File: src/rtl/seg_scan_controller_if.sv
// Load channel between the note/score logic and the scan controller.
// Producer holds LoadData/LoadDp with LoadValid until LoadReady is seen.
interface seg_scan_controller_if;
  logic        LoadValid;
  logic        LoadReady;
  logic [15:0] LoadData;
  logic [3:0]  LoadDp;

  modport master (
    output LoadValid,
    output LoadData,
    output LoadDp,
    input  LoadReady
  );

  modport slave (
    input  LoadValid,
    input  LoadData,
    input  LoadDp,
    output LoadReady
  );
endinterface

File: src/rtl/seg_scan_controller.sv
// Four-digit common-anode scan controller with blanking,
// hex decode, per-digit enables and a frame-synchronous load path.
module seg_scan_controller #(
  parameter int TICK_DIV     = 50000,
  parameter int BLANK_CYCLES = 1000
) (
  input  logic       Clock,
  input  logic       Reset_n,
  seg_scan_controller_if.slave load,
  input  logic [3:0] DigitEnable,
  output logic [3:0] Anode,
  output logic [6:0] Segments,
  output logic       Dp,
  output logic [1:0] Selector
);

  localparam int CW = (TICK_DIV > 1) ? $clog2(TICK_DIV) : 1;
  localparam logic [CW-1:0] SLOT_LAST  = CW'(TICK_DIV - 1);
  localparam logic [CW-1:0] BLANK_LAST = CW'(BLANK_CYCLES - 1);

  typedef enum logic {
    BLANK,
    SHOW
  } state_t;

  state_t      state;
  state_t      nxt_state;
  logic [CW-1:0] cnt;
  logic [CW-1:0] nxt_cnt;
  logic [1:0]  nxt_sel;
  logic        run;
  logic        pending;
  logic [15:0] shadow;
  logic [3:0]  shadow_dp;
  logic [15:0] active;
  logic [3:0]  active_dp;
  logic [15:0] nxt_active;
  logic [3:0]  nxt_active_dp;
  logic        slot_end;
  logic        frame_end;
  logic        commit;
  logic        take;
  logic [3:0]  digit;
  logic        lit;

  function automatic logic [6:0] hex7(input logic [3:0] h);
    logic [6:0] s;
    unique case (h)
      4'h0: s = 7'h40;
      4'h1: s = 7'h79;
      4'h2: s = 7'h24;
      4'h3: s = 7'h30;
      4'h4: s = 7'h19;
      4'h5: s = 7'h12;
      4'h6: s = 7'h02;
      4'h7: s = 7'h78;
      4'h8: s = 7'h00;
      4'h9: s = 7'h10;
      4'hA: s = 7'h08;
      4'hB: s = 7'h03;
      4'hC: s = 7'h46;
      4'hD: s = 7'h21;
      4'hE: s = 7'h06;
      4'hF: s = 7'h0E;
    endcase
    return s;
  endfunction

  assign load.LoadReady = ~pending;

  always_comb begin
    slot_end  = run && (cnt == SLOT_LAST);
    frame_end = slot_end && (Selector == 2'd3);
    commit    = frame_end && pending;
    take      = load.LoadValid && !pending;

    nxt_cnt       = cnt;
    nxt_sel       = Selector;
    nxt_state     = state;
    nxt_active    = active;
    nxt_active_dp = active_dp;

    // The first edge after reset release only starts slot 0.
    if (run) begin
      if (slot_end) begin
        nxt_cnt   = '0;
        nxt_sel   = Selector + 2'd1;
        nxt_state = BLANK;
      end else begin
        nxt_cnt = cnt + CW'(1);
        if (state == BLANK && cnt == BLANK_LAST)
          nxt_state = SHOW;
      end
    end

    if (commit) begin
      nxt_active    = shadow;
      nxt_active_dp = shadow_dp;
    end

    digit = nxt_active[{nxt_sel, 2'b00} +: 4];
    lit   = (nxt_state == SHOW) && DigitEnable[nxt_sel];
  end

  always_ff @(posedge Clock or negedge Reset_n) begin
    if (!Reset_n) begin
      run       <= 1'b0;
      state     <= BLANK;
      cnt       <= '0;
      Selector  <= 2'd0;
      active    <= '0;
      active_dp <= '0;
      shadow    <= '0;
      shadow_dp <= '0;
      pending   <= 1'b0;
      Anode     <= 4'hF;
      Segments  <= 7'h7F;
      Dp        <= 1'b1;
    end else begin
      run       <= 1'b1;
      state     <= nxt_state;
      cnt       <= nxt_cnt;
      Selector  <= nxt_sel;
      active    <= nxt_active;
      active_dp <= nxt_active_dp;

      // A load can never meet a commit: pending blocks LoadReady.
      if (commit) begin
        pending <= 1'b0;
      end else if (take) begin
        shadow    <= load.LoadData;
        shadow_dp <= load.LoadDp;
        pending   <= 1'b1;
      end

      Anode <= lit ? ~(4'b0001 << nxt_sel) : 4'hF;

      if (nxt_state == SHOW) begin
        Segments <= hex7(digit);
        Dp       <= ~nxt_active_dp[nxt_sel];
      end else begin
        Segments <= 7'h7F;
        Dp       <= 1'b1;
      end
    end
  end

endmodule

File: src/flat_wrapper.sv
// flat-port wrapper written by rule: the top's interface ports become plain ports
module seg_scan_controller_flat 
#(
  parameter int TICK_DIV     = 50000,
  parameter int BLANK_CYCLES = 1000
)
  (Clock, Reset_n, DigitEnable, Anode, Segments, Dp, Selector, load_LoadValid, load_LoadData, load_LoadDp, load_LoadReady);
  seg_scan_controller_if load_i ();
  input  logic Clock;
  input  logic Reset_n;
  input  logic [3:0] DigitEnable;
  output logic [3:0] Anode;
  output logic [6:0] Segments;
  output logic Dp;
  output logic [1:0] Selector;
  input wire logic [$bits(load_i.LoadValid)-1:0] load_LoadValid;
  input wire logic [$bits(load_i.LoadData)-1:0] load_LoadData;
  input wire logic [$bits(load_i.LoadDp)-1:0] load_LoadDp;
  output wire logic [$bits(load_i.LoadReady)-1:0] load_LoadReady;
  assign load_i.LoadValid = load_LoadValid;
  assign load_i.LoadData = load_LoadData;
  assign load_i.LoadDp = load_LoadDp;
  assign load_LoadReady = load_i.LoadReady;
  seg_scan_controller #(.TICK_DIV(TICK_DIV), .BLANK_CYCLES(BLANK_CYCLES)) u_core (.Clock(Clock), .Reset_n(Reset_n), .load(load_i), .DigitEnable(DigitEnable), .Anode(Anode), .Segments(Segments), .Dp(Dp), .Selector(Selector));
endmodule
File: config.mk
export PLATFORM = sky130hd
export DESIGN_NAME = seg_scan_controller_flat
export DESIGN_NICKNAME = d
export VERILOG_FILES = /design/src/rtl/seg_scan_controller_if.sv /design/src/rtl/seg_scan_controller.sv /design/src/flat_wrapper.sv
export SDC_FILE = /design/constraint.sdc
export NUM_CORES = 1
export LEC_CHECK = 0
export CORE_MARGIN = 4
export CORE_UTILIZATION = 50
export CTS_BUF_LIST = sky130_fd_sc_hd__clkbuf_4 sky130_fd_sc_hd__clkbuf_8
export DETAILED_ROUTE_END_ITERATION = 10
export GPL_ROUTABILITY_DRIVEN = 0
export PLACE_DENSITY = 0.76
export REMOVE_ABC_BUFFERS = 1
export SLEW_MARGIN = 40
export SYNTH_ARGS = -nofsm -noshare
export SYNTH_HDL_FRONTEND = slang
export SYNTH_SLANG_ARGS = --single-unit
File: constraint.sdc
create_clock -name Clock -period 2.85 [get_ports Clock]
set_clock_uncertainty 0.15 [all_clocks]
set_input_delay 0.285 -clock Clock [delete_from_list [all_inputs] [get_ports Clock]]
set_output_delay 0.285 -clock Clock [all_outputs]
set_load 0.02 [all_outputs]
* Yosys cells after proc, flatten, opt, wreduce, memory -nomap -nowiden
Memory sizes are Yosys's and may differ from the RTL's. Index checks and enable logic that the tools add are counted.
Word-level totals: register bits 73, bits in latches 0, memory bits (writable) 0, ROM bits 112, bits of input ports 27, output and inout port bits 15, logic and storage cells 52, memories 1
Operators by class: add/sub/neg operators 2, $mul 0, div/mod/pow operators 0, $lt $le $gt $ge 1, equal/unequal tests 3, shift-type cells 2, mux-type cells 17, bitwise operators 5, reductions and logical operators 9
Memories:
- (name not given) | depth 16, width 7, read ports 1, clocked after memory_dff 0, wr ports 0, line seg_scan_controller.sv:48 | unique case (h)
Operators by type and width (count):
- $mux 16 | 2
- $add 16x1->16 const B | 1
- $eq 16x10->1 const B | 1
- $eq 16x16->1 const B | 1
- $shiftx 16x5->4 | 1
- $mux 1 | 8
- $mux 4 | 2
- $mux 7 | 1
- $logic_and 1x1->1 | 6
- $bmux 1 s2 | 2
- $mux 2 | 2
- $not 1->1 | 4
- $not 4->4 | 1
- $shl 1x2->4 const A | 1
- $lt 2x3->1 const B | 1
- $add 2x1->2 const B | 1
- $eq 2x2->1 const B | 1
- $reduce_and 2->1 | 1
- $reduce_bool 2->1 | 1
- $logic_not 1->1 | 1

* Depth between registers and ports, before layout
depth after elaboration 9, mapped depth 14

* Worst setup path before layout
OpenSTA, ideal clock, no wires.
path kind reg-to-reg, start reg u_core.cnt[10], end reg u_core.Segments[5], setup time 0.083 ns, arrival 2.751 ns, required time 2.617 ns, setup slack -0.135 ns, stages on the path, launching flop included 11, period minus slack after synthesis 2.985 ns, cells stage by stage dfrtp_1 nor4_4 nand4b_4 nor3_4 buf_6 mux2_2 mux2_1 mux2_4 nand2_1 o21ai_1 a221o_1
Between the ends: cells in the longest elaborated chain, start to end 8
RTL lines:
- start, declared | line seg_scan_controller.sv:28 | logic [CW-1:0] cnt;
- start signal, assigned | line seg_scan_controller.sv:122 | cnt <= nxt_cnt;
- $eq 16x16->1 | line seg_scan_controller.sv:72 | slot_end = run && (cnt == SLOT_LAST);
- $logic_and 1x1->1 | line seg_scan_controller.sv:72
- $logic_and 1x1->1 | line seg_scan_controller.sv:73 | frame_end = slot_end && (Selector == 2'd3);
- $logic_and 1x1->1 | line seg_scan_controller.sv:74 | commit = frame_end && pending;
- $mux 16 | line seg_scan_controller.sv:96 | if (commit) begin
- named net u_core.nxt_active[10] | line seg_scan_controller.sv:37 | logic [15:0] nxt_active;
- $shiftx 16x5->4 | line seg_scan_controller.sv:101 | digit = nxt_active[{nxt_sel, 2'b00} +: 4];
- $mem_v2 16x7
- $mux 7 | line seg_scan_controller.sv:138 | if (nxt_state == SHOW) begin
- end signal, assigned | line seg_scan_controller.sv:139 | Segments <= hex7(digit);
- end, declared | line seg_scan_controller.sv:12 | output logic [6:0] Segments,
The timed path passes the listed nets, and every way through them passes these cells. A chain may end at the register's enable or synchronous reset.

* Worst setup path in the final report
start reg u_core.cnt[10], end reg u_core.Segments[0]
The elaborated chain is that of the path after synthesis.

==> flow_metrics.tcl <==
set metrics [dict create \
    rr_startpoint "u_core.cnt[10]" \
    synthSimpleGateAreaFrac_pct 11.4 \
    power_density_mw_per_mm2 481 \
    drv_cap 0 \
    cp.required_ns 2.97 \
    die_h_um 89.5 \
    synthFlopType "dfrtp_1" \
    ant_nets 0 \
    period_share_pct 106 \
    worst_pin_slew_ns 0.640 \
    irDropWorstVdd_mv 0.323 \
    start_kind "flip-flop" \
    grt_pass1_wl_mm 11.7 \
    drive_gt1_share_pct 43.2 \
    initial_utilization_pct 52.1 \
    synthAdderAreaFrac_pct 3.01 \
    overflow 0 \
    synth_edf_count 0 \
    rsz0062_at_grt "true" \
    clock_latency_ns 0.36 \
    p_sw_mw 0.545 \
    drt_iter0_markers 91 \
    final.setup.tns_ns -0.796 \
    internal_power_mw 1.65 \
    vias_per_cell 5.29 \
    reg2reg_slack_ns -0.17 \
    status "finished, violations left" \
    row_count 29 \
    whs_endpoint "u_core.Anode[2]" \
    antenna_cells 0 \
    crit_path_top_delay_cell "dfrtp_1" \
    crit_arrival_ns 3.14 \
    path_delay_family "simple AND/OR/NAND/NOR gates" \
    synth_top_family_by_area "multiplexers" \
    synth_compound_area_share_pct 3.84 \
    rr_endpoint "u_core.Segments[0]" \
    violations "negative setup slack" \
    async_reset_ff_share_pct 100 \
    syn_to_final_growth_pct 37.1 \
    finalPower_mw 2.20 \
    synthDistinctLibCells 49 \
    timing.fmax_mhz 331 \
    synth_top_area_share_pct 45.9 \
    coreArea_mm2 0.00639 \
    portBuffers 41 \
    cp_cell_sequence "nor4_4, nand4b_4, nor3_4, buf_12, buf_12, mux2_4, mux2i_2, mux2_4, inv_2, ha_2, or3_4, o221ai_2, nand2_1" \
    dp.cells 400 \
    netlist_area_mm2 0.00332 \
    crit_buf_inv 3 \
    path_class "flip-flop to flip-flop" \
    die_width_um 89.5 \
    synthMuxAreaShare_pct 19.0 \
    globalRouteTotalUtil_pct 19.5 \
    worst_setup_path_end_kind "flip-flop" \
    grt_pass1_vias 2414 \
    layout.nets 384 \
    grt_max_degree 31 \
    comb_power_share_pct 10.1 \
    yosysSeqAreaShare_pct 55.4 \
    slowest_delay_ns 0.41 \
    vias 2280 \
    antenna_found_initial 0 \
    synth_warnings 0 \
    worst_slack_ns -0.173 \
    syn_inst 250 \
    ff2ff_path_depth 13 \
    crit_fanout 5 \
    synth_area_per_cell_um2 13.3 \
    min-delay-start "DigitEnable[2]" \
    p_leak_nw 2.10 \
    yosys.area.top_type "dfrtp_1" \
    cts.htree.levels 3 \
    ys_ff_latch 73 \
    dp_hpwl_mm 4.67 \
    die_area_mm2 0.00802 \
    hold_path.class "primary input to flip-flop" \
    instances_no_fill 431 \
    clockBufferDepth 2 \
    cts-root-buf "clkbuf_8" \
    synth-xor-area-share_pct 4.18 \
    seq_power_share_pct 52.4 \
    final.min_clock_period_ns 3.02 \
    fin_util_pct 71.4 \
    clock-sinks 73 \
    cts_buffers 9 \
    slew_violations 0 \
    cts_tree "yes" \
    synthTopCellsByArea "dfrtp_1, mux2_2, dfstp_2, ha_1, mux2i_1" \
    drc 0 \
    drt_pass1_iterations 4 \
    setup_violations 7 \
    relSlewSlack_pct 57.3 \
    min_path_cells 2 \
    hold_viol 0 \
    swShare_pct 24.8 \
    avgRoutedWirePerCell_um 16.3 \
    io_pins 42 \
    pwr-share-clk_pct 37.6 \
    path_clk_slew_ns 0.08 \
    wl_mm 7.04 \
]
==> synthesized netlist by cell type, types with 3 or more instances <==
| library cell | count |
|---|---|
| a21oi_1 | 3 |
| a31oi_1 | 3 |
| buf_6 | 3 |
| dfrtp_1 | 61 |
| dfstp_2 | 12 |
| ha_1 | 8 |
| inv_1 | 6 |
| mux2_1 | 3 |
| mux2_2 | 39 |
| mux2_4 | 3 |
| mux2i_1 | 9 |
| nand2_1 | 17 |
| nand4_1 | 8 |
| nor2_1 | 17 |
| nor3_1 | 3 |
| o21ai_0 | 5 |
| xnor2_1 | 7 |
| xor2_1 | 7 |
==> cells in the final DEF (no fill, tap or decap), types with 6 or more instances in the layout <==
cell type        netlist  routed
nand4_1                8       8
mux2i_1                9       6
clkdlybuf4s50_1        0      40
clkbuf_8               0       9
xnor2_1                7       7
dfstp_2               12      12
dfrtp_1               61      61
nor2_1                17      17
xor2_1                 7       7
mux2_2                39      24
nand2_1               17      15
mux2_4                 3      21
buf_4                  1      47
==> per-layer routing <==
| metal | track usage (%) | part of all wire, % | vias to the layer above |
|---|---|---|---|
| li1 | - | - | 1073 |
| met5 | 0 | 0 | - |
| met4 | 8.39 | 1.9 | 0 |
| met2 | 31.4 | 49 | 55 |
| met3 | 4.52 | 4.7 | 14 |
| met1 | 25.1 | 44 | 1138 |
==> power by group through the flow <==
stage | clock network [mW] | logic, mW | registers, mW
finish | 0.825 | 0.221 | 1.15
global route | 0.877 | 0.248 | 1.16
CTS | 0.841 | 0.223 | 1.15
detailed placement | 0 | 0.220 | 1.17
global placement | 0 | 0.213 | 1.16
floorplan | 0 | 0.0888 | 1.16
==> stage by stage <==
stage	setup WS [ns]	area (µm²)	hold slack, ns
after floorplan	-0.470	3260	-0.161
after global placement	-0.114	4070	0.194
after detailed placement	-0.169	4070	0.204
after CTS	-0.118	4520	0.265
after global routing	-0.267	4560	0.288
final	-0.173	4560	0.279
==> worst max-delay path by stage <==
stage / slack [ns] / cells past startpoint / startpoint / end
after floorplan: -0.47 / 9 / u_core.cnt[10] / u_core.Segments[5]
final: -0.17 / 13 / u_core.cnt[10] / u_core.Segments[0]
after CTS: -0.12 / 10 / u_core.cnt[13] / u_core.Segments[0]
after detailed placement: -0.17 / 10 / u_core.cnt[10] / u_core.Segments[5]
after global routing: -0.27 / 13 / u_core.cnt[10] / u_core.Segments[6]
after global placement: -0.11 / 10 / u_core.cnt[10] / u_core.Segments[6]
==> flip-flops by register name (all words and copies together), names as in the netlist <==
register	count
u_core.run	1
u_core.shadow_dp	4
u_core.Segments	7
u_core.active_dp	4
u_core.state	1
u_core.Anode	4
u_core.Selector	2
u_core.cnt	16
u_core.shadow	16
u_core.active	16
u_core.Dp	1
u_core.pending	1
==> what timing repair did <==
action,CTS,global route
hold buffers,1,0
resized for setup,31,9
buffers inserted,11,3
hold endpoints to repair,24,0
setup endpoints to repair,7,7
gates cloned,1,0
pin swaps,8,5
==> final cells by class <==
| type | instances | area [µm²] |
|---|---|---|
| Multi-Input combinational cell | 162 | 1530 |
| Fill cell | 418 | 1830 |
| Clock buffer | 9 | 124 |
| Sequential cell | 73 | 1840 |
| Timing Repair Buffer | 95 | 857 |
| Clock inverter | 7 | 77.6 |
| Tap cell | 77 | 96.3 |
| Inverter | 8 | 32.5 |
==> cells by family (layout without fill, tap and decap cells) <==
logic type               after synthesis  count (layout)
AO/OA/AOI/OAI                         20              20
AND/OR/NAND/NOR                       63              63
multiplexers                          55              55
flip-flops                            73              73
buffers and inverters                 15             119
XOR/XNOR                              15              15
other                                  1               1
adder cells (fa/ha/maj)                8               8
==> worst reg2reg max path: stages (launching register included) <==
cell and delay [ns]:
dfrtp_1 0.41, nor4_4 0.33, nand4b_4 0.15, nor3_4 0.27
buf_12 0.16, buf_12 0.11, mux2_4 0.31, mux2i_2 0.18
mux2_4 0.19, inv_2 0.04, ha_2 0.17, or3_4 0.34
o221ai_2 0.07, nand2_1 0.07
(Power assumes the default switching activity.)
==> RTL change, RTL diff (config.mk and constraints unchanged) <==
The output `Anode` loses its register stage (`Anode` becomes a continuous assignment).
--- a/src/rtl/seg_scan_controller.sv
+++ b/src/rtl/seg_scan_controller.sv
@@ -113,7 +113,6 @@
       shadow    <= '0;
       shadow_dp <= '0;
       pending   <= 1'b0;
-      Anode     <= 4'hF;
       Segments  <= 7'h7F;
       Dp        <= 1'b1;
     end else begin
@@ -133,7 +132,6 @@
         pending   <= 1'b1;
       end
 
-      Anode <= lit ? ~(4'b0001 << nxt_sel) : 4'hF;
 
       if (nxt_state == SHOW) begin
         Segments <= hex7(digit);
@@ -145,5 +143,7 @@
     end
   end
 
+  assign Anode = lit ? ~(4'b0001 << nxt_sel) : 4'hF;
+
 endmodule
 
Function: same outputs for any inputs over 10 cycles, from zero or initial values and one cycle with Reset_n low; that may be too few to reach the edited logic, so the function may still have changed.
==> RTL change against the original RTL <==
The run still ends with setup timing left. Cell area down 1.5%. Area after synthesis decreased by 2.6%. Hold slack improved by 66 ps. Worst setup slack lost 250 ps. Routed wire length shrank 1.8%. Power increased by 4.1%. Sequential cell count decreased by 4. Critical endpoint is now u_core.Segments[4]$_DFF_PN1_. Largest cell class unchanged. Highest routed layer unchanged.
==> RTL change: results (changes against the original RTL) <==
Synth
Most frequent cells after synthesis: sky130_fd_sc_hd__dfrtp_1 (61), sky130_fd_sc_hd__mux2_2 (40), sky130_fd_sc_hd__nand2_1 (15) (was sky130_fd_sc_hd__dfrtp_1 (61), sky130_fd_sc_hd__mux2_2 (39), sky130_fd_sc_hd__nand2_1 (17), sky130_fd_sc_hd__nor2_1 (17), sky130_fd_sc_hd__dfstp_2 (12)). The count of unique library cells instantiated by Yosys is 46 (was 49). The share of the synthesized area in the top cell type was 47.2% (was 45.9%). Area contributors post-synth: sky130_fd_sc_hd__dfrtp_1 (47%), sky130_fd_sc_hd__mux2_2 (14%), sky130_fd_sc_hd__dfstp_2 (6.5%) (was sky130_fd_sc_hd__dfrtp_1 (46%), sky130_fd_sc_hd__mux2_2 (13%), sky130_fd_sc_hd__dfstp_2 (9.5%)).

The portion of the post-synthesis area used by sequential elements is 53.7% (was 55.4%). The number of warnings reported in the yosys synthesis log is 0 (unchanged).

Final layout
The final net count came to 375 (was 384). The antenna cell count is 0 (unchanged). The share of layout cells above drive strength 1 is 45.8% (was 43.2%).

Biggest regs: u_core.active: 16 flops, u_core.cnt: 16 flops, u_core.shadow: 16 flops (unchanged).

Global routing
The met2 usage is 33.2% (was 31.4%). The wire length of the first global-routing pass is 11500 um (was 11700 um). The global-route usage over all layers is 19.6% (was 19.5%). The largest net degree at the start of global routing came to 44 (was 31). The met1 track demand over resource is 23.6% (was 25.1%). The via count of the first global-routing pass is 2402 (was 2414). The global-route track usage on met3 is 5.31% (was 4.52%). The number of antenna violations at the first check in global routing came to 0 (unchanged).

Timing
The final total negative setup slack was -2480 ps (was -796 ps). The slack of the critical path is -427 ps (was -173 ps). The final setup violation count is 10 (was 7). The relative max-transition margin is 56.6% (was 57.3%).

Floorplan
The initial standard-cell utilization of the core came to 51.3% (was 52.1%).

Detailed routing
The via density per instance is 5.33 (was 5.29). The routed wire length is 6920 um (was 7040 um). The met3 wirelength from detailed routing was 264 um (was 329 um). The routed length on met2 is 3630 um (was 3440 um). The number of DRC markers in iteration 0 is 75 (was 91). The detailed-routing wirelength on met1 is 2930 um (was 3130 um).

CTS
The cell chosen for the clock root is sky130_fd_sc_hd__clkbuf_8 (unchanged). After clock tree synthesis, the clock-pin slew on the worst setup and hold paths is 70 ps. The worst-skew pair later-pin latency is 340 ps (was 360 ps). The number of levels in the clock H-tree is 3 (unchanged). The clock buffer count from CTS is 9 (unchanged).

Worst setup path
The top fanout value on the critical path is 4 (was 5). The critical path arrival was 3410 ps (was 3140 ps).

Place
The setup slack at placement is -541 ps (was -169 ps). The post-detailed-placement half-perimeter wirelength came to 4740 um (was 4670 um).

Outcome
Result of the run: finished with violations (unchanged). Failing checks: setup timing (unchanged).

Power
The maximum ir drop on the vdd rail came to 0.000484 V (was 0.000323 V). The cell leakage power came to 2.08 nW (was 2.10 nW).

Hold path
The kind of path behind the tightest hold check is primary input to async pin (was primary input to register).
## RTL change: cell families (layout without fill, tap and decap cells)
group	Yosys count	in the layout	share of synthesized area [%]
other	1	1	0.116
DFF	69	69	53.7
xor gates and xnor gates	14	14	4.02
buffers and inverters	17	122	2.59
adders and majority gates	8	8	3.09
AOI/OAI and AO/OA	13	13	2.86
and+or+nand+nor	59	59	10.0
muxes	59	59	23.7
## RTL change: power breakdown
part | internal [W] | switching, W | leakage, nW
registers | 0.00106 | 0.0000516 | 0.887
clock network | 0.000516 | 0.000375 | 0.111
logic | 0.000170 | 0.000117 | 1.08
## RTL change: through the flow
stage,instance area [um2],hold WS (ps),std cells,util [%]
after floorplan,3180,-161,230,-
after global placement,4060,185,396,64.2
after detailed placement,4060,192,396,64.2
after CTS,4430,350,421,70.1
after global routing,4490,374,422,71.1
final,4490,345,422,71.1
## RTL change: final cells by class
type / instances / area (um2)
Fill cell: 462 / 1820
Timing Repair Buffer: 99 / 888
Tap cell: 77 / 96.3
Multi-Input combinational cell: 154 / 1520
Sequential cell: 69 / 1740
Clock inverter: 5 / 85.1
Clock buffer: 11 / 139
Inverter: 7 / 26.3
## RTL change: final timing paths
| path | from | endpoint | cells after the start |
|---|---|---|---|
| worst max-delay path | u_core.cnt[13]$_DFFE_PN0P_ | u_core.Segments[4]$_DFF_PN1_ | 11 |
| worst min-delay path | Reset_n | u_core.cnt[0]$_DFFE_PN0P_ | 2 |
| worst max register to register | u_core.cnt[13]$_DFFE_PN0P_ | u_core.Segments[4]$_DFF_PN1_ | 11 |
| worst min register to register | u_core.active_dp[0]$_DFF_PN0_ | u_core.active_dp[0]$_DFF_PN0_ | 1 |
| max in group asynchronous | Reset_n | u_core.Dp$_DFF_PN1_ | 3 |
| min in group Clock | u_core.active_dp[0]$_DFF_PN0_ | u_core.active_dp[0]$_DFF_PN0_ | 1 |
## RTL change: what timing repair did
item                                   in CTS  in global routing
buffers inserted                            9                  4
setup endpoints to repair                  12                 12
endpoints found under the hold margin      19                  0
pin swaps                                  15                  7
hold buffers                                1                  0
gates cloned                                0                  0
gates resized for setup                    47                 15
## RTL change: critical path, cell delays in order, from the launching register on
cell and delay [ps]:
sky130_fd_sc_hd__dfrtp_1 390, sky130_fd_sc_hd__or4_4 560, sky130_fd_sc_hd__nor4_4 220, sky130_fd_sc_hd__xor2_2 260, sky130_fd_sc_hd__buf_4 190, sky130_fd_sc_hd__mux4_2 500
sky130_fd_sc_hd__mux2i_2 190, sky130_fd_sc_hd__inv_2 100, sky130_fd_sc_hd__buf_4 150, sky130_fd_sc_hd__ha_1 190, sky130_fd_sc_hd__mux2i_1 150, sky130_fd_sc_hd__a221o_1 170
